$ cat src/rtl/load_hazard_ctrl.sv
// load_hazard_ctrl: load-use, branch-flush and memory-wait pipeline control.
// Define HAZ_ZERO_REG_EN to keep register 0 out of load-use detection.
module load_hazard_ctrl #(
    parameter int REG_AW      = 4,
    parameter int NUM_SRC     = 2,
    parameter int MEM_TIMEOUT = 16,
    parameter int CNT_W       = 16
) (
    input  logic                      clk,
    input  logic                      rst_n,
    input  logic                      ex_memread,
    input  logic [REG_AW-1:0]         ex_rd,
    input  logic [NUM_SRC*REG_AW-1:0] id_src,
    input  logic [NUM_SRC-1:0]        id_src_valid,
    input  logic                      mem_req,
    input  logic                      mem_ready,
    input  logic                      branch_taken,
    input  logic                      perf_clr,
    output logic                      pc_pause,
    output logic                      if_id_pause,
    output logic                      if_id_flush,
    output logic                      id_flush,
    output logic                      ex_hold,
    output logic                      mem_timeout,
    output logic [CNT_W-1:0]          stall_cnt
);

    typedef enum logic {
        S_IDLE     = 1'b0,
        S_MEM_WAIT = 1'b1
    } state_t;

    localparam logic [7:0] LP_LAST = 8'(MEM_TIMEOUT - 1);

    state_t           r_state;
    state_t           w_state_nxt;
    logic [7:0]       r_wait_cnt;
    logic [7:0]       w_wait_cnt_nxt;
    logic [CNT_W-1:0] r_stall_cnt;

    logic w_load_use;
    logic w_mem_stall;
    logic w_mem_done;
    logic w_wait_last;

    logic w_pc_pause;
    logic w_if_id_pause;
    logic w_if_id_flush;
    logic w_id_flush;
    logic w_ex_hold;
    logic w_mem_timeout;

    // Each operand is paired only with the load destination.
    always_comb begin
        w_load_use = 1'b0;
        for (int i = 0; i < NUM_SRC; i++) begin
            if (id_src_valid[i] &&
                (id_src[i*REG_AW +: REG_AW] == ex_rd)) begin
                w_load_use = 1'b1;
            end
        end
`ifdef HAZ_ZERO_REG_EN
        if (ex_rd == '0) begin
            w_load_use = 1'b0;
        end
`else
        w_load_use = w_load_use;
`endif
        w_load_use = w_load_use & ex_memread;
    end

    assign w_mem_stall = mem_req & ~mem_ready;
    assign w_mem_done  = ~mem_req | mem_ready;
    assign w_wait_last = (r_wait_cnt == LP_LAST);

    always_ff @(posedge clk or negedge rst_n) begin
        if (!rst_n) begin
            r_state    <= S_IDLE;
            r_wait_cnt <= '0;
        end else begin
            r_state    <= w_state_nxt;
            r_wait_cnt <= w_wait_cnt_nxt;
        end
    end

    always_comb begin
        w_state_nxt    = r_state;
        w_wait_cnt_nxt = r_wait_cnt;
        unique case (r_state)
            S_IDLE: begin
                if (w_mem_stall) begin
                    w_state_nxt    = S_MEM_WAIT;
                    w_wait_cnt_nxt = '0;
                end
            end
            S_MEM_WAIT: begin
                if (w_mem_done || w_wait_last) begin
                    w_state_nxt    = S_IDLE;
                    w_wait_cnt_nxt = '0;
                end else begin
                    w_wait_cnt_nxt = r_wait_cnt + 8'd1;
                end
            end
            default: begin
                w_state_nxt    = S_IDLE;
                w_wait_cnt_nxt = '0;
            end
        endcase
    end

    always_comb begin
        w_pc_pause    = 1'b0;
        w_if_id_pause = 1'b0;
        w_if_id_flush = 1'b0;
        w_id_flush    = 1'b0;
        w_ex_hold     = 1'b0;
        w_mem_timeout = 1'b0;
        unique case (r_state)
            S_IDLE: begin
                if (w_mem_stall) begin
                    w_pc_pause    = 1'b1;
                    w_if_id_pause = 1'b1;
                    w_ex_hold     = 1'b1;
                end else if (branch_taken) begin
                    w_if_id_flush = 1'b1;
                    w_id_flush    = 1'b1;
                end else if (w_load_use) begin
                    w_pc_pause    = 1'b1;
                    w_if_id_pause = 1'b1;
                    w_id_flush    = 1'b1;
                end
            end
            S_MEM_WAIT: begin
                // Frozen stages re-present branch/load-use after exit.
                w_pc_pause    = 1'b1;
                w_if_id_pause = 1'b1;
                w_ex_hold     = 1'b1;
                w_mem_timeout = w_mem_stall & w_wait_last;
            end
            default: begin
                w_pc_pause = 1'b0;
            end
        endcase
    end

    assign pc_pause    = w_pc_pause & rst_n;
    assign if_id_pause = w_if_id_pause & rst_n;
    assign if_id_flush = w_if_id_flush & rst_n;
    assign id_flush    = w_id_flush & rst_n;
    assign ex_hold     = w_ex_hold & rst_n;
    assign mem_timeout = w_mem_timeout & rst_n;

    always_ff @(posedge clk or negedge rst_n) begin
        if (!rst_n) begin
            r_stall_cnt <= '0;
        end else if (perf_clr) begin
            r_stall_cnt <= '0;
        end else if (w_pc_pause && (r_stall_cnt != '1)) begin
            r_stall_cnt <= r_stall_cnt + CNT_W'(1);
        end
    end

    assign stall_cnt = r_stall_cnt;

endmodule

$ cat config.mk
export PLATFORM = sky130hd
export DESIGN_NAME = load_hazard_ctrl
export DESIGN_NICKNAME = d
export VERILOG_FILES = /design/src/rtl/load_hazard_ctrl.sv
export SDC_FILE = /design/constraint.sdc
export NUM_CORES = 1
export LEC_CHECK = 0
export CAP_MARGIN = 20
export CORE_ASPECT_RATIO = 1.4
export CORE_MARGIN = 3
export CORE_UTILIZATION = 35
export CTS_BUF_LIST = sky130_fd_sc_hd__clkbuf_8 sky130_fd_sc_hd__clkbuf_16
export CTS_CLUSTER_DIAMETER = 100
export CTS_CLUSTER_SIZE = 12
export DETAILED_ROUTE_END_ITERATION = 10
export DONT_BUFFER_PORTS = 1
export PLACE_DENSITY = 0.49
export RECOVER_POWER = 25
export SYNTH_ARGS = -nofsm -noshare
export SYNTH_HDL_FRONTEND = slang
export SYNTH_SLANG_ARGS = --single-unit
$ cat constraint.sdc
create_clock -name clk -period 3.4 [get_ports clk]
set_input_delay 0.34 -clock clk [delete_from_list [all_inputs] [get_ports clk]]
set_output_delay 0.34 -clock clk [all_outputs]
set_load 0.05 [all_outputs]
Yosys cells after proc, flatten, opt, wreduce, memory -nomap -nowiden
Index checks and enable logic that the tools add are counted.
{"block": "totals", "regBits": 25, "word_cells": 49, "in_bits": 21, "output_inout_bits": 22}
{"block": "op_classes", "mux": 22, "eq_ne": 5, "addsub": 2, "n_bitwise": 12, "reduce_logical": 5}
{"cell": "two-way mux 16 bit", "count": 2}
{"cell": "adder 16 x 1 -> 16 bit, second input constant", "count": 1}
{"cell": "two-way mux 8 bit", "count": 2}
{"cell": "!= test 16 bit, second input constant", "count": 1}
{"cell": "case mux 8 bit (2 select lines)", "count": 1}
{"cell": "two-way mux 1 bit", "count": 14}
{"cell": "adder 8 x 1 -> 8 bit, second input constant", "count": 1}
{"cell": "bitwise AND 1 bit", "count": 8}
{"cell": "equality test 4 bit", "count": 2}
{"cell": "equality test 8 x 4 -> 1 bit, second input constant", "count": 1}
{"cell": "case mux 1 bit (2 select lines)", "count": 3}
{"cell": "logical AND 1 bit", "count": 3}
{"cell": "inverter 1 bit", "count": 3}
{"cell": "!= test 2 bit, second input constant", "count": 1}
{"cell": "nonzero test 2 bit", "count": 1}
{"cell": "logical OR 1 bit", "count": 1}
{"cell": "OR 1 bit", "count": 1}

Longest topological paths before layout
Gate-level depths: netlist of the first run.
{"block": "logic_depth", "depth_word": 12, "mapped_depth": 8, "depth_no_buf": 7}

Worst setup path after synthesis of the first run
Ideal clock, no wire load.
{"block": "synth_timing", "kind": "input-to-output", "start": "in id_src[1]", "end": "out pc_pause", "required_time_ns": 3.060, "arrival_ns": 2.353, "stages": 8, "slack_ns": 0.707, "cell_sequence": "xnor2_1 -> nand3_1 -> o22ai_1 -> a311oi_2 -> buf_6 -> buf_2 -> nor2b_1 -> buf_4"}
{"block": "synth_between", "elab_chain_cells": 10}
{"element": "start, declared", "line_no": "13", "text": "input logic [NUM_SRC*REG_AW-1:0] id_src,"}
{"element": "equality test 4 bit", "line_no": "58", "text": "(id_src[i*REG_AW +: REG_AW] == ex_rd)) begin"}
{"element": "logical AND 1 bit", "line_no": "57", "text": "if (id_src_valid[i] &&"}
{"element": "two-way mux 1 bit (2 in a row)", "line_no": "57"}
{"element": "bitwise AND 1 bit", "line_no": "69", "text": "w_load_use = w_load_use & ex_memread;"}
{"element": "two-way mux 1 bit (3 in a row)"}
{"element": "case mux 1 bit (2 select lines)"}
{"element": "bitwise AND 1 bit"}
{"element": "end, declared", "line_no": "19", "text": "output logic pc_pause,"}
Every way passes these cells.

Worst setup path after layout of the first run
{"block": "layout_timing", "start": "reg r_stall_cnt[3], in the netlist stall_cnt[3]", "end": "reg r_stall_cnt[15], in the netlist stall_cnt[15]"}
{"block": "layout_between", "elab_chain_cells": 3, "elab_cells_between_ends": 6, "cone_classes": "1 x add/sub; 1 x eq/ne; 2 x mux; 2 x reduce/logical"}
{"element": "start, declared", "line_no": "39", "text": "logic [CNT_W-1:0] r_stall_cnt;"}
{"element": "start signal, assigned", "line_no": "159", "text": "r_stall_cnt <= r_stall_cnt + CNT_W'(1);"}
{"element": "adder 16 x 1 -> 16 bit / != test 16 bit (equally long branches)", "line_no": "159, 158"}
{"element": "two-way mux 16 bit / logical AND 1 bit (equally long branches)", "line_no": "158", "text": "end else if (w_pc_pause && (r_stall_cnt != '1)) begin"}
{"element": "two-way mux 16 bit / nonzero test 2 bit (equally long branches)"}
Parallel ways exist; a longest one is shown, timed or not. The select of a mux whose other input is x is not followed.
A chain may end at the register's enable or synchronous reset.

==> run_results.csv, run 1 <==
group,metric,value,unit
synth,yosysWarnings,0,
routing,wire_per_inst,15.1,um
cts,numCtsBuffers,3,
place,pre_cts_ws,0.999,ns
routing,drc,0,
synth,synth_edf_count,0,
sta,fmax,416,MHz
synth,synth_top_area_share,40.2,%
floorplanning,pin_count,43,
synth,netlist_instances,175,
synth,synth-seq-cells,25,
cts,cts_root_buffer,"clkbuf_8",
cts,cts_tree,"yes",
power_and_ir_drop,ir_drop,0.000134,V
setup_path,worstPathCellList,"nand3_2 > nor3_4 > nand2_2 > or4b_1 > or3_1 > a21oi_1",
routing,first_iter_violations,80,
sta,fin_crit_sh,70.7,%
routing,vias,1309,
synth,syn_nets,198,
sta,setup_viol,0,
floorplanning,die_x,62.4,um
sta,finalCriticalPeriod,2.41,ns
global_route,grt_max_degree,27,
power_and_ir_drop,p_leak,0.667,nW
cts,clk-insertion-delay-late,0.26,ns
routing,drt-pass1-iter-count,4,
sta,maxSlewHeadroom,9.31,%
routing,final_antenna_net_count,0,
synth,ys_types,41,
setup_path,slowest_stage,"dfrtp_1",
setup_path,endpoint_kind,"flip-flop",
sta,drv_slew,0,
synth,ys_top_cells_by_count,"25 x dfrtp_1, 17 x o21ai_0, 13 x a21oi_1, 13 x nand2_1, 13 x nor2_1",
synth,postSynth.asyncResetShare,100,%
routing,wirelength,3.60,mm
final_layout,drive_gt1_share,12.4,%
setup_path,cp-start-kind,"flip-flop",
floorplanning,dieArea,5300,sq um
run_status,status,"complete, no violations",
floorplanning,placeableCoreArea,4270,sq um
setup_path,path_class,"flip-flop to flip-flop",
setup_path,cp_slowest_stage_delay,0.71,ns
job,cap_violations,0,
final_layout,area_growth,8.19,%
final_layout,diodes,0,
setup_path,crit_fanout,6,
place,dp_hpwl,2.62,mm
synth,synth_ff_type,"dfrtp_1",
synth,yosysMostFrequentCell,"dfrtp_1",
cts,path_clk_slew,0.09,ns
global_route,grt_pass1_wl,6.35,mm
final_layout,layout.nets,202,
floorplanning,die_h,84.9,um
cts,cts_buffer_depth,2,
hold_path,min_path_type,"primary input to flip-flop",
global_route,grt_pass1_vias,1353,
cts,cts.repair.resized,0,
setup_path,required,3.60,ns
sta,clock_skew,0.00669,ns
synth,netlist_area,1560,sq um
sta,setup_ws,0.995,ns
sta,worstMarginPinSlew,1.36,ns
setup_path,arrival,2.60,ns
place,gp_congestion,0.820,
synth,yosysTopAreaCell,"dfrtp_1",
sta,rsz0062_at_grt,"false",
floorplanning,initial_core_util,36.4,%
floorplanning,num_rows,28,
sta,hold_slack,0.126,ns
power_and_ir_drop,p_per_area,334,nW/um^2
synth,yosys-top-cells-area,"dfrtp_1 40%, o21ai_0 5.5%, xnor2_1 4.5%",
global_route,grt_use_total,14.8,%
global_route,grt-ovfl-total,0,
synth,seq_area_frac_synth,40.2,%
cts,cts.sinks,25,
place,io_buffer_count,0,
synth,avgSynthCellArea,8.90,sq um
global_route,antenna_found_initial,0,
cts,cts_max_level,1,
sta,tns,0,ns
power_and_ir_drop,total_power,0.562,mW
sta,timing.final.hold_violations,0,
routing,viasPerCell,5.50,
## path summary, 6_finish.rpt
path / from / to / slack [ns] / cells after the start
setup / recovery: stall_cnt[3]$_DFFE_PN0P_ / stall_cnt[15]$_DFFE_PN0P_ / 0.99 / 6
min in group asynchronous: rst_n / stall_cnt[8]$_DFFE_PN0P_ / 0.92 / 2
hold / removal: perf_clr / stall_cnt[15]$_DFFE_PN0P_ / 0.13 / 1
hold reg to reg: r_wait_cnt[6]$_DFFE_PN0N_ / r_wait_cnt[6]$_DFFE_PN0N_ / 0.52 / 1
setup reg to reg: stall_cnt[3]$_DFFE_PN0P_ / stall_cnt[15]$_DFFE_PN0P_ / 0.99 / 6
max in group asynchronous: rst_n / stall_cnt[0]$_DFFE_PN0P_ / 1.68 / 2
## what timing repair did
action,CTS,global route
hold buffers,2,0
buffers inserted,0,0
endpoints found under the hold margin,25,0
## stage by stage
step / utilization (%) / area (sq um) / cells
2_1_floorplan: - / 1560 / 175
3_3_place_gp: 38.1 / 1630 / 232
3_5_place_dp: 38.1 / 1630 / 232
4_1_cts: 39.8 / 1700 / 238
5_1_grt: 39.4 / 1690 / 238
6_report: 39.4 / 1690 / 238
## power by group
part           internal (mW)  leakage (nW)  switching (mW)
logic                 0.0254         0.294          0.0589
registers              0.301         0.346         0.00433
clock network         0.0806        0.0269          0.0915
total                  0.407         0.667           0.155
## layout by cell type (no fill, tap or decap), drive strengths merged
cell	n
dfrtp	25
o21ai	17
nand2	15
nor2	13
a21oi	13
nand3	11
nor2b	9
xnor2	8
o31ai	6
inv	5
mux2	5
or4	5
and3	4
nand2b	4
buf	4
nand4	4
or3	4
clkbuf	4
nor4	3
nor3	3
and4	2
ha	2
or4b	2
o22ai	1
a311oi	1
nand4b	1
a21boi	1
or2	1
and2	1
o41ai	1
mux2i	1
xor2	1
dlygate4sd3	1
## final cells by class
cell class                 instances  area (sq um)
clock buffer                       3          41.3
clock inverter                     1          3.75
fill                             454          2590
inverter                           4          15.0
multi-input combinational        139           881
sequential                        25           626
tap                               60          75.1
timing repair buffer               6          43.8
## sequential cells by signal, summed over array words and instances, names as in the netlist
signal and cells:
stall_cnt 16, r_wait_cnt 8, r_state 1
## routing by layer
metal / vias up / global-route usage, % / part of all wire, %
li1: 646 / - / -
met4: 0 / 4.02 / 0.80
met2: 37 / 28.8 / 55
met5: - / 0 / 0
met3: 4 / 2.38 / 3.8
met1: 622 / 16.5 / 41
## critical path, delay by kind of cell, from the launching register on
family	cells	cell delay [ns]
and+or+nand+nor	5	1.51
DFF	1	0.71
AOI/OAI and AO/OA	1	0.14
## logic make-up after synthesis
logic type	after synthesis	share of synthesized area, %
simple gates	82	30.5
compound gates	40	14.9
buf+inv	11	3.45
xor+xnor	9	5.06
flops	25	40.2
fa+ha+maj	2	1.61
mux	6	4.26
Power figures use the tool's default switching activity.
==> run 2, diff against run 1 <==
--- a/config.mk
+++ b/config.mk
@@ -5,6 +5,7 @@
 export SDC_FILE = /design/constraint.sdc
 export NUM_CORES = 1
 export LEC_CHECK = 0
+export ABC_AREA = 1
 export CAP_MARGIN = 20
 export CORE_ASPECT_RATIO = 1.4
 export CORE_MARGIN = 3
==> constraint.sdc (replaced) <==
create_clock -name clk -period 2.4 [get_ports clk]
set_input_delay 0.24 -clock clk [delete_from_list [all_inputs] [get_ports clk]]
set_output_delay 0.24 -clock clk [all_outputs]
set_load 0.05 [all_outputs]
==> run 2 against run 1 <==
Compared with the run above: cell area rose by 18%; count of clock-buffer cells in the layout did not move; worst setup slack got worse by 0.41 ns; critical path type is now flip-flop to primary output; critical endpoint is now mem_timeout.
==> run_results.csv, run 2 <==
group,metric,value,unit
floorplanning,dieArea,5790,sq um
place,dp_hpwl,3.20,mm
synth,synth_ff_type,"dfrtp_1",
sta,tns,0,ns
cts,path_clk_slew,0.10,ns
routing,wirelength,4.40,mm
floorplanning,placeableCoreArea,4640,sq um
synth,synth_top_area_share,36.5,%
job,cap_violations,0,
cts,numCtsBuffers,3,
final_layout,n_fill_cell,529,
routing,final_antenna_net_count,0,
cts,cts_max_level,1,
hold_path,whs_path_depth,1,
sta,setup_ws,0.580,ns
final_layout,area_growth,15.8,%
synth,synth-seq-cells,25,
power_and_ir_drop,p_leak,1.10,nW
global_route,busiest_layer,"met2",
routing,drt-pass1-iter-count,4,
power_and_ir_drop,p_clk_share,30.6,%
cts,clk-insertion-delay-late,0.27,ns
setup_path,path_class,"flip-flop to primary output",
routing,first_iter_violations,78,
sta,maxSlewHeadroom,6.46,%
place,pre_cts_ws,0.587,ns
final_layout,layout.nets,283,
global_route,grt_pass1_wl,7.56,mm
sta,setup_viol,0,
synth,postSynth.asyncResetShare,100,%
synth,ys_types,25,
setup_path,r2r_slack,0.60,ns
routing,drc,0,
setup_path,endpoint_kind,"primary output",
power_and_ir_drop,p_int,0.581,mW
synth,yosysTopAreaCell,"dfrtp_1",
setup_path,arrival,1.58,ns
cts,cts_root_buffer,"clkbuf_8",
sta,worstMarginPinSlew,1.40,ns
synth,yosysMostFrequentCell,"nand2_1",
cts,cts_buffer_depth,2,
synth,avgSynthCellArea,7.23,sq um
global_route,grt_use_total,16.6,%
routing,wire_per_inst,13.7,um
power_and_ir_drop,p_per_area,421,nW/um^2
synth,yosys-top-cells-area,"dfrtp_1 36%, nand2_1 12%, nand3_1 8.5%",
synth,synth_edf_count,0,
sta,timing.final.hold_violations,0,
final_layout,final_common_cell,"nand2_1",
power_and_ir_drop,p_seq_share,52.0,%
global_route,antenna_found_initial,0,
setup_path,crit_fanout,4,
synth,netlist_instances,237,
power_and_ir_drop,switching_share,30.6,%
sta,rsz0062_at_grt,"false",
synth,syn_nets,260,
sta,drv_slew,0,
cts,cts.sinks,25,
setup_path,required,2.16,ns
cts,cts_tree,"yes",
setup_path,cp-start-kind,"flip-flop",
final_layout,final_cell_mix,"55 x nand2_1, 33 x inv_1, 29 x nor2_1, 29 x nand3_1, 25 x dfrtp_1",
routing,viasPerCell,4.92,
floorplanning,die_x,65.1,um
sta,finalCriticalPeriod,1.82,ns
power_and_ir_drop,comb_power_share,17.4,%
sta,clock_skew,0.00911,ns
global_route,global_route.usage.met2,33.1,%
sta,fin_crit_sh,75.8,%
floorplanning,die_h,88.8,um
synth,netlist_area,1710,sq um
power_and_ir_drop,ir_drop,0.000228,V
routing,vias,1578,
global_route,grtUsageMet1,18.2,%
final_layout,drive_gt1_share,13.5,%
synth,ys_top_cells_by_count,"55 x nand2_1, 32 x inv_1, 29 x nand3_1, 29 x nor2_1, 25 x dfrtp_1",
floorplanning,pin_count,43,
run_status,status,"complete, no violations",
cts,cts_setup_buffers,0,
global_route,grt-ovfl-total,0,
global_route,grtUsageMet3,2.41,%
final_layout,largest_register_ffs,16,
floorplanning,num_rows,29,
place,io_buffer_count,0,
hold_path,min_path_type,"primary input to flip-flop",
sta,fmax,549,MHz
cts,cts.repair.resized,0,
setup_path,r2r_cells,9,
place,gp_congestion,0.794,
final_layout,diodes,0,
power_and_ir_drop,power_switching,0.256,mW
synth,yosysWarnings,0,
floorplanning,initial_core_util,36.9,%
global_route,grt_pass1_vias,1575,
synth,seq_area_frac_synth,36.5,%
global_route,grt_max_degree,33,
cts,postCtsHoldBufs,2,
-- run 2: per-layer routing --
metal | part of all wire, % | wire, um
met1 | 40 | 1770
met5 | 0 | 0
met4 | 0.61 | 27
met3 | 3.3 | 146
met2 | 56 | 2460
-- run 2: power groups by stage --
stage | logic (mW) | registers, mW | clock network, mW
after floorplan | 0.0907 | 0.460 | 0
after global placement | 0.137 | 0.443 | 0
after detailed placement | 0.137 | 0.443 | 0
after CTS | 0.152 | 0.435 | 0.264
after global routing | 0.162 | 0.437 | 0.276
final | 0.146 | 0.435 | 0.256
-- run 2: logic make-up (layout without fill, tap and decap cells) --
kind of cell	Yosys count	in the layout	share of synthesized area, %
buf+inv	39	61	9.42
flops	25	25	36.5
fa+ha+maj	2	2	1.46
simple gates	139	139	38.3
xor+xnor	20	20	10.2
compound gates	12	12	4.09
-- run 2: final cells by class --
type	instances	area [sq um]	area share, %
clock buffers	3	41.3	2.08
clock inverters	1	3.75	0.189
inverters	32	120	6.05
multi-input cells	173	931	46.9
flip-flops and latches	25	626	31.5
well taps	62	77.6	3.91
repair buffers	25	186	9.39
-- run 2: final timing paths --
check | endpoint | start
worst max-delay path | mem_timeout | r_wait_cnt[0]$_DFFE_PN0N_
worst min-delay path | r_state$_DFF_PN0_ | mem_ready
worst max register to register | stall_cnt[10]$_DFFE_PN0P_ | stall_cnt[0]$_DFFE_PN0P_
worst min register to register | r_state$_DFF_PN0_ | r_state$_DFF_PN0_
max in group asynchronous | stall_cnt[1]$_DFFE_PN0P_ | rst_n
min in group asynchronous | stall_cnt[8]$_DFFE_PN0P_ | rst_n
-- run 2: through the flow --
step	hold WS [ns]	instance area, sq um	total power [mW]	cells	util, %
finish	0.0568	1990	0.837	321	42.8
global route	0.0469	1990	0.875	321	42.8
CTS	0.0472	2000	0.851	321	43.1
detailed placement	-0.0548	1930	0.581	315	41.5
global placement	-0.0549	1930	0.580	315	41.5
floorplan	-0.0556	1710	0.550	237	-
-- run 2: worst max-delay path, cell delays in order, from the launching register on --
cell	delay [ns]
dfrtp_1	0.40
ha_1	0.21
nand3_1	0.15
nor2_1	0.13
nand4_1	0.11
nor2_1	0.11
buf_4	0.20
==> run 3, diff against run 2 <==
==> constraint.sdc (replaced) <==
create_clock -name clk -period 1.7 [get_ports clk]
set_input_delay 0.17 -clock clk [delete_from_list [all_inputs] [get_ports clk]]
set_output_delay 0.17 -clock clk [all_outputs]
set_load 0.05 [all_outputs]
==> run 3 against run 2 <==
Compared with the run above: non-clock buffer count rose by 10; die area did not move; cell count rose by 3.1%; cell area rose by 8.3%; sequential cell count did not move; utilization rose by 3.6 points; sequential power rose by 42%; combinational power rose by 60%; count of clock-buffer cells in the layout did not move; total power rose by 46%; critical endpoint unchanged; largest cell class unchanged; largest power group unchanged; highest routed layer unchanged.
==> run_results.csv, run 3 (synthesis results as in run 2) <==
group,metric,value,unit
cts,cts_buffer_depth,2,
routing,final_antenna_net_count,0,
final_layout,n_fill_cell,495,
sta,rsz0062_at_grt,"true",
routing,drt-pass1-iter-count,4,
sta,setup_viol,0,
final_layout,largest_register_ffs,16,
place,dp_hpwl,3.19,mm
sta,maxSlewHeadroom,23.5,%
cts,path_clk_slew,0.10,ns
setup_path,required,1.53,ns
sta,finalCriticalPeriod,1.62,ns
routing,drc,0,
final_layout,drive_gt1_share,21.2,%
global_route,antenna_found_initial,0,
cts,cts_max_level,1,
routing,vias,1638,
setup_path,arrival,1.45,ns
floorplanning,pin_count,43,
setup_path,cp-start-kind,"flip-flop",
setup_path,reg2reg_to,"stall_cnt[13]$_DFFE_PN0P_",
hold_path,whs_path_depth,2,
sta,drv_slew,0,
sta,hold_slack,0.0615,ns
power_and_ir_drop,p_per_area,566,nW/um^2
job,cap_violations,0,
hold_path,min_path_type,"primary input to flip-flop",
sta,timing.final.hold_violations,0,
place,pre_cts_ws,0.155,ns
hold_path,whs_endpoint,"r_state$_DFF_PN0_",
global_route,grt_max_degree,33,
sta,worstMarginPinSlew,1.15,ns
cts,cts.sinks,25,
setup_path,crit_fanout,3,
global_route,grt_pass1_wl,7.36,mm
floorplanning,dieArea,5790,sq um
routing,wirelength,4.29,mm
power_and_ir_drop,p_leak,1.15,nW
sta,setup_ws,0.0803,ns
setup_path,r2r_slack,0.14,ns
place,gp_congestion,0.789,
floorplanning,num_rows,29,
floorplanning,placeableCoreArea,4640,sq um
final_layout,diodes,0,
cts,cts_root_buffer,"clkbuf_8",
final_layout,layout.nets,293,
cts,cts_tree,"yes",
routing,wire_per_inst,13.0,um
global_route,grt-ovfl-total,0,
power_and_ir_drop,total_power,1.22,mW
place,io_buffer_count,0,
setup_path,endpoint_kind,"primary output",
setup_path,path_class,"flip-flop to primary output",
floorplanning,initial_core_util,36.9,%
sta,fmax,617,MHz
routing,viasPerCell,4.95,
sta,fin_crit_sh,95.3,%
final_layout,final_common_cell,"nand2_1",
run_status,status,"complete, no violations",
floorplanning,die_x,65.1,um
final_layout,final_cell_mix,"55 x nand2_1, 33 x inv_1, 30 x buf_4",
setup_path,r2r_cells,8,
cts,numCtsBuffers,3,
global_route,grt_use_total,16.3,%
hold_path,worstHoldStart,"mem_req",
global_route,grt_pass1_vias,1633,
sta,clock_skew,0.00750,ns
routing,first_iter_violations,100,
final_layout,area_growth,25.5,%
setup_path,regToRegStartpoint,"stall_cnt[0]$_DFFE_PN0P_",
floorplanning,die_h,88.8,um
power_and_ir_drop,ir_drop,0.000376,V
cts,clk-insertion-delay-late,0.28,ns
## run 3: worst max-delay path: stages (launching register included)
cell	delay, ns
dfrtp_1	0.42
ha_4	0.17
nand3_4	0.07
nor2_2	0.08
nand4_1	0.12
nor2_2	0.15
buf_6	0.16
## run 3: area by class of cell
| type | instances | area (sq um) | area share (%) |
|---|---|---|---|
| well taps | 62 | 77.6 | 3.61 |
| repair buffers | 35 | 289 | 13.4 |
| multi-input cells | 173 | 985 | 45.8 |
| inverters | 32 | 120 | 5.58 |
| clock buffers | 3 | 41.3 | 1.92 |
| flip-flops and latches | 25 | 634 | 29.5 |
| clock inverters | 1 | 3.75 | 0.175 |
## run 3: per-stage QoR
| step | instance area [sq um] | setup TNS, ns | std cells | utilization (%) |
|---|---|---|---|---|
| after global routing | 2150 | -0.0426 | 331 | 46.3 |
| final | 2150 | 0 | 331 | 46.3 |
| after detailed placement | 2010 | 0 | 320 | 43.3 |
| after floorplan | 1760 | -0.696 | 237 | - |
| after global placement | 2010 | 0 | 320 | 43.3 |
| after CTS | 2110 | 0 | 328 | 45.3 |
## run 3: routing by layer
metal / up-vias / wire length [um] / GRT usage [%]
met3: 2 / 196 / 3.05
met1: 770 / 1710 / 17.4
met5: - / 0 / 0
met2: 36 / 2350 / 31.4
met4: 0 / 31 / 6.04
li1: 830 / - / -
## run 3: worst max path at each step
stage,startpoint,endpoint,slack (ns),cells past startpoint
floorplan,stall_cnt[0]$_DFFE_PN0P_,stall_cnt[12]$_DFFE_PN0P_,-0.06,10
detailed placement,stall_cnt[0]$_DFFE_PN0P_,stall_cnt[13]$_DFFE_PN0P_,0.16,8
global placement,stall_cnt[0]$_DFFE_PN0P_,stall_cnt[13]$_DFFE_PN0P_,0.16,8
finish,r_wait_cnt[1]$_DFFE_PN0N_,mem_timeout,0.08,6
CTS,r_wait_cnt[0]$_DFFE_PN0N_,mem_timeout,0.001,6
global route,r_wait_cnt[1]$_DFFE_PN0N_,mem_timeout,-0.04,6
## run 3: what timing repair did
item,in CTS,in global routing
hold endpoints to repair,26,0
setup endpoints to repair,1,1
setup buffers,1,3
pin swaps,0,2
gates cloned,0,0
gates resized for setup,1,6
hold buffers,3,0
## run 3: report_power, final
| part | internal, mW | switching (mW) | leakage (nW) |
|---|---|---|---|
| clock network | 0.162 | 0.205 | 0.0269 |
| logic | 0.0764 | 0.157 | 0.783 |
| registers | 0.606 | 0.0121 | 0.335 |
